File: src/rtl/pcpu_pkg.sv
// Shared types and constants for the pipelined CPU fetch front end.
`timescale 1ns/1ps
package pcpu_pkg;

    localparam int unsigned XLEN_DEF   = 32;
    localparam int unsigned INST_BYTES = 4;

    typedef enum logic [1:0] {
        FS_IDLE  = 2'd0,
        FS_BUSY  = 2'd1,
        FS_DRAIN = 2'd2
    } fetch_state_e;

    typedef struct packed {
        logic [XLEN_DEF-1:0] pc;
        logic [31:0]         inst;
    } fetch_entry_t;

endpackage

File: src/rtl/pcpu_sync_fifo.sv
// Synchronous FIFO with flush; head data comes straight from the storage registers.
`timescale 1ns/1ps
module pcpu_sync_fifo #(
    parameter int unsigned WIDTH = 64,
    parameter int unsigned DEPTH = 4
) (
    input  logic                           clk,
    input  logic                           rst,
    input  logic                           push,
    input  logic                           pop,
    input  logic                           flush,
    input  logic [WIDTH-1:0]               wdata,
    output logic                           full,
    output logic                           empty,
    output logic [$clog2(DEPTH+1)-1:0]     count,
    output logic [WIDTH-1:0]               rdata
);

    localparam int unsigned PtrW = $clog2(DEPTH);
    localparam int unsigned CntW = $clog2(DEPTH + 1);

    logic [WIDTH-1:0] mem_q [DEPTH];
    logic [PtrW-1:0]  wr_ptr_q, wr_ptr_d;
    logic [PtrW-1:0]  rd_ptr_q, rd_ptr_d;
    logic [CntW-1:0]  count_q, count_d;
    logic             do_push, do_pop;

    function automatic logic [PtrW-1:0] ptr_inc(input logic [PtrW-1:0] p);
        return (p == PtrW'(DEPTH - 1)) ? '0 : p + PtrW'(1);
    endfunction

    assign full    = (count_q == CntW'(DEPTH));
    assign empty   = (count_q == '0);
    assign count   = count_q;
    assign rdata   = mem_q[rd_ptr_q];
    assign do_push = push & ~full & ~flush;
    assign do_pop  = pop & ~empty & ~flush;

    always_comb begin
        wr_ptr_d = wr_ptr_q;
        rd_ptr_d = rd_ptr_q;
        count_d  = count_q;
        if (flush) begin
            wr_ptr_d = '0;
            rd_ptr_d = '0;
            count_d  = '0;
        end else begin
            if (do_push) wr_ptr_d = ptr_inc(wr_ptr_q);
            if (do_pop)  rd_ptr_d = ptr_inc(rd_ptr_q);
            count_d = count_q + CntW'(do_push) - CntW'(do_pop);
        end
    end

    always_ff @(posedge clk or posedge rst) begin
        if (rst) begin
            wr_ptr_q <= '0;
            rd_ptr_q <= '0;
            count_q  <= '0;
            for (int i = 0; i < int'(DEPTH); i++) mem_q[i] <= '0;
        end else begin
            wr_ptr_q <= wr_ptr_d;
            rd_ptr_q <= rd_ptr_d;
            count_q  <= count_d;
            if (do_push) mem_q[wr_ptr_q] <= wdata;
        end
    end

endmodule

File: src/rtl/pcpu_fetch_queue.sv
// Instruction fetch front end: single-outstanding imem requester feeding a prefetch queue,
// with redirect flushing the queue and discarding any in-flight response.
`timescale 1ns/1ps
module pcpu_fetch_queue
    import pcpu_pkg::*;
#(
    parameter int unsigned    XLEN     = XLEN_DEF,
    parameter int unsigned    DEPTH    = 4,
    parameter logic [XLEN-1:0] RESET_PC = '0
) (
    input  logic                        clk,
    input  logic                        rst,
    output logic                        imem_req,
    output logic [XLEN-1:0]             imem_addr,
    input  logic                        imem_ready,
    input  logic [31:0]                 imem_rdata,
    input  logic                        redirect,
    input  logic [XLEN-1:0]             redirect_pc,
    output logic                        if_valid,
    output logic [31:0]                 if_inst,
    output logic [XLEN-1:0]             if_pc,
    output logic [XLEN-1:0]             if_pc4,
    input  logic                        id_ready,
    output logic [$clog2(DEPTH+1)-1:0]  q_count
);

    localparam int unsigned CntW = $clog2(DEPTH + 1);

    fetch_state_e    state_q, state_d;
    logic [XLEN-1:0] fetch_pc_q, fetch_pc_d;
    logic [XLEN-1:0] addr_q, addr_d;
    logic            push, pop, q_full, q_empty;
    logic [CntW:0]   occ_after;
    logic [XLEN+31:0] head;

    assign imem_req  = (state_q != FS_IDLE);
    assign imem_addr = addr_q;
    assign pop       = if_valid & id_ready;
    assign if_valid  = ~q_empty;
    assign {if_pc, if_inst} = head;
    assign if_pc4    = if_pc + XLEN'(INST_BYTES);

    // Occupancy after this cycle's push, used to decide on a back-to-back request.
    assign occ_after = {1'b0, q_count} + (CntW+1)'(1) - (CntW+1)'(pop);

    always_comb begin
        state_d    = state_q;
        fetch_pc_d = fetch_pc_q;
        addr_d     = addr_q;
        push       = 1'b0;
        unique case (state_q)
            FS_IDLE: begin
                if (redirect) begin
                    fetch_pc_d = redirect_pc;
                end else if (!q_full) begin
                    addr_d  = fetch_pc_q;
                    state_d = FS_BUSY;
                end
            end
            FS_BUSY: begin
                if (redirect) begin
                    fetch_pc_d = redirect_pc;
                    state_d    = imem_ready ? FS_IDLE : FS_DRAIN;
                end else if (imem_ready) begin
                    push       = 1'b1;
                    fetch_pc_d = addr_q + XLEN'(INST_BYTES);
                    if (occ_after < (CntW+1)'(DEPTH)) begin
                        addr_d = addr_q + XLEN'(INST_BYTES);
                    end else begin
                        state_d = FS_IDLE;
                    end
                end
            end
            FS_DRAIN: begin
                if (redirect)   fetch_pc_d = redirect_pc;
                if (imem_ready) state_d    = FS_IDLE;
            end
            default: state_d = FS_IDLE;
        endcase
    end

    always_ff @(posedge clk or posedge rst) begin
        if (rst) begin
            state_q    <= FS_IDLE;
            fetch_pc_q <= RESET_PC;
            addr_q     <= RESET_PC;
        end else begin
            state_q    <= state_d;
            fetch_pc_q <= fetch_pc_d;
            addr_q     <= addr_d;
        end
    end

    pcpu_sync_fifo #(
        .WIDTH (XLEN + 32),
        .DEPTH (DEPTH)
    ) u_queue (
        .clk   (clk),
        .rst   (rst),
        .push  (push),
        .pop   (pop),
        .flush (redirect),
        .wdata ({imem_addr, imem_rdata}),
        .full  (q_full),
        .empty (q_empty),
        .count (q_count),
        .rdata (head)
    );

endmodule

File: config.mk
export PLATFORM = sky130hd
export DESIGN_NAME = pcpu_fetch_queue
export DESIGN_NICKNAME = d
export VERILOG_FILES = /design/src/rtl/pcpu_pkg.sv /design/src/rtl/pcpu_sync_fifo.sv /design/src/rtl/pcpu_fetch_queue.sv
export SDC_FILE = /design/constraint.sdc
export NUM_CORES = 1
export LEC_CHECK = 0
export CAP_MARGIN = 20
export CORE_MARGIN = 1.5
export CORE_UTILIZATION = 35
export CTS_BUF_LIST = sky130_fd_sc_hd__clkbuf_4 sky130_fd_sc_hd__clkbuf_8 sky130_fd_sc_hd__clkbuf_16
export CTS_CLUSTER_DIAMETER = 30
export DETAILED_ROUTE_END_ITERATION = 6
export GPL_TIMING_DRIVEN = 0
export PLACE_DENSITY = 0.52
export SLEW_MARGIN = 0
export SYNTH_ARGS = -nofsm -noshare
export SYNTH_HDL_FRONTEND = slang
export SYNTH_SLANG_ARGS = --single-unit
export TNS_END_PERCENT = 10
File: constraint.sdc
create_clock -name clk -period 17.7 [get_ports clk]
set_input_delay 1.77 -clock clk [delete_from_list [all_inputs] [get_ports clk]]
set_output_delay 1.77 -clock clk [all_outputs]
set_load 0.03 [all_outputs]
=== Yosys cells after proc, flatten, opt, wreduce, memory -nomap -nowiden ===
Cells that the tools add are included.

* Flip-flop bits (word level): 329
* Output and inout bits: 133
* Logic and storage cells: 92

* $add $sub $neg: 8
* Order comparisons: 4
* Equality and inequality tests: 14
* Multiplexer cells: 34
* Bitwise logic cells: 10
* Reductions and logical operators: 12

{| class="wikitable"
|+ Operator list
! cell !! count
|-
| $bwmux W256 || 1
|-
| $mux W32 || 8
|-
| $mux W64 || 3
|-
| $bmux W64 S2 || 1
|-
| $demux W64 S2 || 1
|-
| $pmux W32 S2 || 2
|-
| $add A32 B3 Y32 const B || 2
|-
| $mux W2 || 13
|-
| $ne A2 B2 Y1 const B || 6
|-
| $reduce_bool A2 Y1 || 5
|-
| $eq A2 B2 Y1 const B || 3
|-
| $ge A3 B3 Y1 const B || 2
|-
| $ne A3 B3 Y1 const B || 2
|-
| $not A2 Y3 || 2
|-
| $pmux W2 S3 || 1
|-
| $reduce_and A6 Y1 || 1
|-
| $and A1 B1 Y1 || 5
|-
| $reduce_and A5 Y1 || 1
|-
| $add A2 B1 Y2 const B || 2
|-
| $add A3 B1 Y4 const B || 1
|-
| $lt A4 B3 Y1 const B || 1
|-
| $sub A4 B1 Y4 || 1
|-
| $add A3 B1 Y3 || 1
|-
| $eq A3 B3 Y1 const B || 1
|-
| 12 further kinds || 16
|}

=== Longest topological paths before layout ===
* Depth in word-level cells: 9
* Depth in mapped cells: 10
* Mapped depth without buffers: 10

=== Hierarchy ===
A second synthesis with hierarchy kept.

* Cell total of the unflattened synthesis: 1227
* Area, all modules: 17322.9 um^2

{| class="wikitable"
|+ Modules (own cells, without submodules)
! module !! instances !! cells an instance !! area each (um^2) !! sequential area each (um^2)
|-
| pcpu_sync_fifo || 1 || 668 || 12762.2 || 6581.3
|-
| pcpu_fetch_queue || 1 || 559 || 4560.6 || 1651.6
|}

=== Worst setup path after synthesis ===
No wires, ideal clock.

* Kind: reg-to-output
* From: reg u_queue.rd_ptr_q[0]
* To: out if_pc4[12]
* Arrival: 2.598 ns
* Path slack: 13.332 ns
* Stages on the path, launching flop included: 8
* Path through: dfrtp_1 buf_6 mux4_2 ha_1 and4_1 and2_0 and3_1 xor2_1

* Longest elaborated chain between the ends: 5

{| class="wikitable"
|+ Ends and longest elaborated chain
! element !! RTL line !! source
|-
| from (decl) || pcpu_sync_fifo.sv:24 || <nowiki>logic [PtrW-1:0] rd_ptr_q, rd_ptr_d;</nowiki>
|-
| from (signal assigned) || pcpu_sync_fifo.sv:62 || <nowiki>rd_ptr_q <= rd_ptr_d;</nowiki>
|-
| $not A2 Y3 (implied by the code) || pcpu_sync_fifo.sv:35 || <nowiki>assign rdata = mem_q[rd_ptr_q];</nowiki>
|-
| $bmux W64 S2 || pcpu_sync_fifo.sv:35 ||
|-
| $mux W64 (implied by the code) (2 in a row) || pcpu_sync_fifo.sv:35 ||
|-
| named net if_pc[2] || pcpu_fetch_queue.sv:21 || <nowiki>output logic [XLEN-1:0] if_pc,</nowiki>
|-
| $add A32 B3 Y32 || pcpu_fetch_queue.sv:41 || <nowiki>assign if_pc4 = if_pc + XLEN'(INST_BYTES);</nowiki>
|-
| to (decl) || pcpu_fetch_queue.sv:22 || <nowiki>output logic [XLEN-1:0] if_pc4,</nowiki>
|}

The timed path passes the listed nets, and every way through them passes these cells. The select of a mux whose other input is x is not followed.

=== Worst setup path after layout ===
* From: reg u_queue.rd_ptr_q[1]
* To: out if_pc4[31]

* Longest elaborated chain between the ends: 5

{| class="wikitable"
|+ Ends and longest elaborated chain
! element !! RTL line
|-
| $not A2 Y3 (implied by the code) || pcpu_sync_fifo.sv:35
|-
| $bmux W64 S2 || pcpu_sync_fifo.sv:35
|-
| $mux W64 (implied by the code) (2 in a row) || pcpu_sync_fifo.sv:35
|-
| $add A32 B3 Y32 || pcpu_fetch_queue.sv:41
|}

No other way between the ends. The select of a mux whose other input is x is not followed.

==> impl_metrics.py <==
metrics = {
    "floorplan": {
        "dieWidth_um": 217,
        "start_util_pct": 35.3,
        "die_h_um": 217,
        "num_rows": 78,
        "io_pins": 202,
        "core-area_um2": 45200,
        "fp.dieArea_um2": 46900,
    },
    "synthesis": {
        "synth_most_common_cell": "dfrtp_1",
        "synthTopCellsByArea": "dfrtp_1 52%, mux2_2 17%, mux4_2 8.9%",
        "async_flop_share_pct": 100,
        "syn_area_um2": 16000,
        "synth.avg_cell_area_um2": 13.0,
        "yosys.area.top_type": "dfrtp_1",
        "synth.top_cell.area_share_pct": 51.5,
        "syn-num-nets": 1305,
        "synth_seq_cells": 329,
        "synth_cells": 1226,
        "yosysSeqAreaShare_pct": 51.5,
        "synthFlopType": "dfrtp_1",
        "ys_warn_count": 0,
        "synth-edff-count": 0,
        "synth_cell_types": 65,
        "synthTopCellsByCount": "329 x dfrtp_1, 238 x mux2_2, 63 x mux4_2",
    },
    "global_routing": {
        "grt_pass1_wl_mm": 73.7,
        "grt-ovfl-total": 0,
        "first_global_vias": 12200,
        "antenna_found_initial": 5,
        "grt_start_max_net_pins": 114,
        "track_usage_pct": 20.7,
    },
    "placed_design": {
        "place.port_buffers": 201,
        "hpwl_mm": 32.5,
        "gp_congestion": 0.832,
        "place_area_um2": 18800,
        "dp_worst_setup_slack_ps": 12050,
    },
    "timing": {
        "setup_slack_ps": 11700,
        "setup_violations": 0,
        "timing.fmax_mhz": 167,
        "rsz0062_at_grt": "no",
        "finalCriticalPeriod_ps": 6000,
        "skew_ps": 17.5,
        "fin_crit_sh_pct": 33.9,
        "slew_violations": 0,
        "fin_setup_tns_ps": 0,
        "finalHoldViolCount": 0,
        "max_slew_margin_pct": 37.9,
        "worst_pin_slew_ps": 932,
    },
    "detailed_routing": {
        "post_drt_wl_per_cell_um": 21.8,
        "route.vias.total": 11500,
        "drc": 0,
        "routed_wl_mm": 47.9,
        "first_pass_iters": 5,
        "post_drt_via_cell_ratio": 5.24,
        "ant_nets": 0,
        "drt_iter0_drc": 779,
    },
    "clocking": {
        "ctsResizeCount": 0,
        "clockRootBuffer": "clkbuf_16",
        "clock_latency_ps": 590,
        "cts_buffer_depth": 3,
        "cts-hold-fix-buffers": 0,
        "postCtsSetupBuffers": 0,
        "clock-sinks": 329,
        "cts_made_buffers": 92,
        "path_clk_slew_ps": 40,
        "h-tree-depth": 3,
        "cts_tree": "yes",
    },
    "final_layout": {
        "n_fill_cell": 3985,
        "area_growth_syn_to_layout_pct": 38.9,
        "finalInstanceArea_um2": 22200,
        "finalNetCount": 1602,
        "drive_gt1_share_pct": 33.9,
    },
    "setup_path": {
        "setup.worst_path.start_class": "flop",
        "critPathRequiredTime_ps": 15930,
        "critPathKind": "reg2out",
        "crit_path_start": "u_queue.rd_ptr_q[1]",
        "reg2reg_from": "imem_addr[6]",
        "reg2reg_to": "fetch_pc_q[21]",
        "reg2regPathDepth": 7,
        "crit_path_max_incr_delay_ps": 690,
        "crit_path_cell_trace": "buf_2 > mux4_1 > and3_1 > and2_1 > clkbuf_1 > nand4_1 > xnor2_1 > clkdlybuf4s50_1",
        "r2r_slack_ps": 14910,
        "crit_arrival_ps": 4230,
        "cpMaxStageDelayCell": "clkbuf_1",
        "crit_fanout": 10,
        "endpoint_kind": "output pin",
    },
    "power_and_ir_drop": {
        "power.density_nw_per_um2": 210,
        "ir_drop_v": 0.000101,
        "total_leakage_power_nw": 9.79,
    },
    "worst_hold_path": {
        "hold_class": "reg2reg",
        "holdCritStartpoint": "fetch_pc_q[15]",
        "hold_depth": 2,
        "hold_path_end": "fetch_pc_q[15]",
    },
    "outcome": {
        "status": "complete, no violations",
    },
    "flow_run": {
        "drv_cap": 0,
    },
}
[stage by stage]
step	utilization [%]	total power, W	hold WS, ps	std cells
3_5_place_dp	41.6	0.00289	467	2029
3_3_place_gp	41.5	0.00287	458	2027
6_report	49.1	0.00466	478	2199
5_1_grt	49.1	0.00487	493	2198
2_1_floorplan	-	0.00221	443	1226
4_1_cts	49.1	0.00470	475	2198
[power by group]
group / leakage (nW) / internal [W] / total (W) / switching (W)
combinational: 3.81 / 0.000756 / 0.00176 / 0.00101
sequential: 4.30 / 0.000969 / 0.00111 / 0.000143
clock: 1.68 / 0.00131 / 0.00178 / 0.000470
total: 9.79 / 0.00304 / 0.00466 / 0.00162
[layer usage]
metal  vias up  GRT usage, %  part of all wire [%]
met5         -             0                  0.11
met4         8          7.01                   2.2
met3        82          6.68                   7.5
met1      5913          26.4                    43
met2       367          33.0                    47
li1       5158             -                     -
[cell usage in the layout (no fill, tap or decap), types with 15 or more instances in the layout]
master	count
a21oi_1	25
buf_2	46
clkbuf_16	95
nand2_1	56
nand4_1	15
mux4_2	63
clkbuf_1	45
dfrtp_1	329
nor3_1	24
mux2_1	21
clkbuf_4	18
bufinv_16	17
nor2_1	52
clkbuf_8	17
o31ai_1	16
mux2_2	238
o21ai_0	40
clkdlybuf4s50_1	201
nand3_1	32
xnor2_1	34
[registers in the layout, summed over array words and instances, names as in the netlist]
register          cells
fetch_pc_q           32
imem_addr            32
state_q               2
u_queue.count         3
u_queue.mem_q       256
u_queue.rd_ptr_q      2
u_queue.wr_ptr_q      2
[critical path, delay by kind of cell (launching register included)]
family / cells / cell delay [ps]
multiplexers: 1 / 420
buffers and inverters: 3 / 1730
AND/OR/NAND/NOR: 3 / 890
flip-flops: 1 / 370
XOR/XNOR: 1 / 240
[worst max path at each step]
stage,to,slack (ps),depth (start not counted)
floorplan,fetch_pc_q[0],6820,1
global placement,u_queue.mem_q[181],2350,2
detailed placement,if_pc4[31],12050,8
CTS,if_pc4[31],11430,8
global route,if_pc4[31],11440,8
finish,if_pc4[31],11700,8
[cell type report]
type / count / area, um2 / area share (%)
timing repair buffer: 203 / 2070 / 9.32
clock buffer: 130 / 2750 / 12.4
tap: 600 / 751 / 3.38
clock inverter: 39 / 643 / 2.90
inverter: 16 / 67.6 / 0.304
buffer: 103 / 483 / 2.18
antenna: 1 / 2.50 / 0.0113
sequential: 329 / 8230 / 37.1
multi-input combinational: 778 / 7200 / 32.4
[cells by family after synthesis]
logic type | count (synthesis) | synth area share [%]
flops | 329 | 51.5
mux | 331 | 27.8
fa+ha+maj | 10 | 0.830
xor+xnor | 43 | 2.36
compound gates | 146 | 5.99
buf+inv | 119 | 3.40
simple gates | 248 | 8.06
Power figures use the tool's default switching activity.
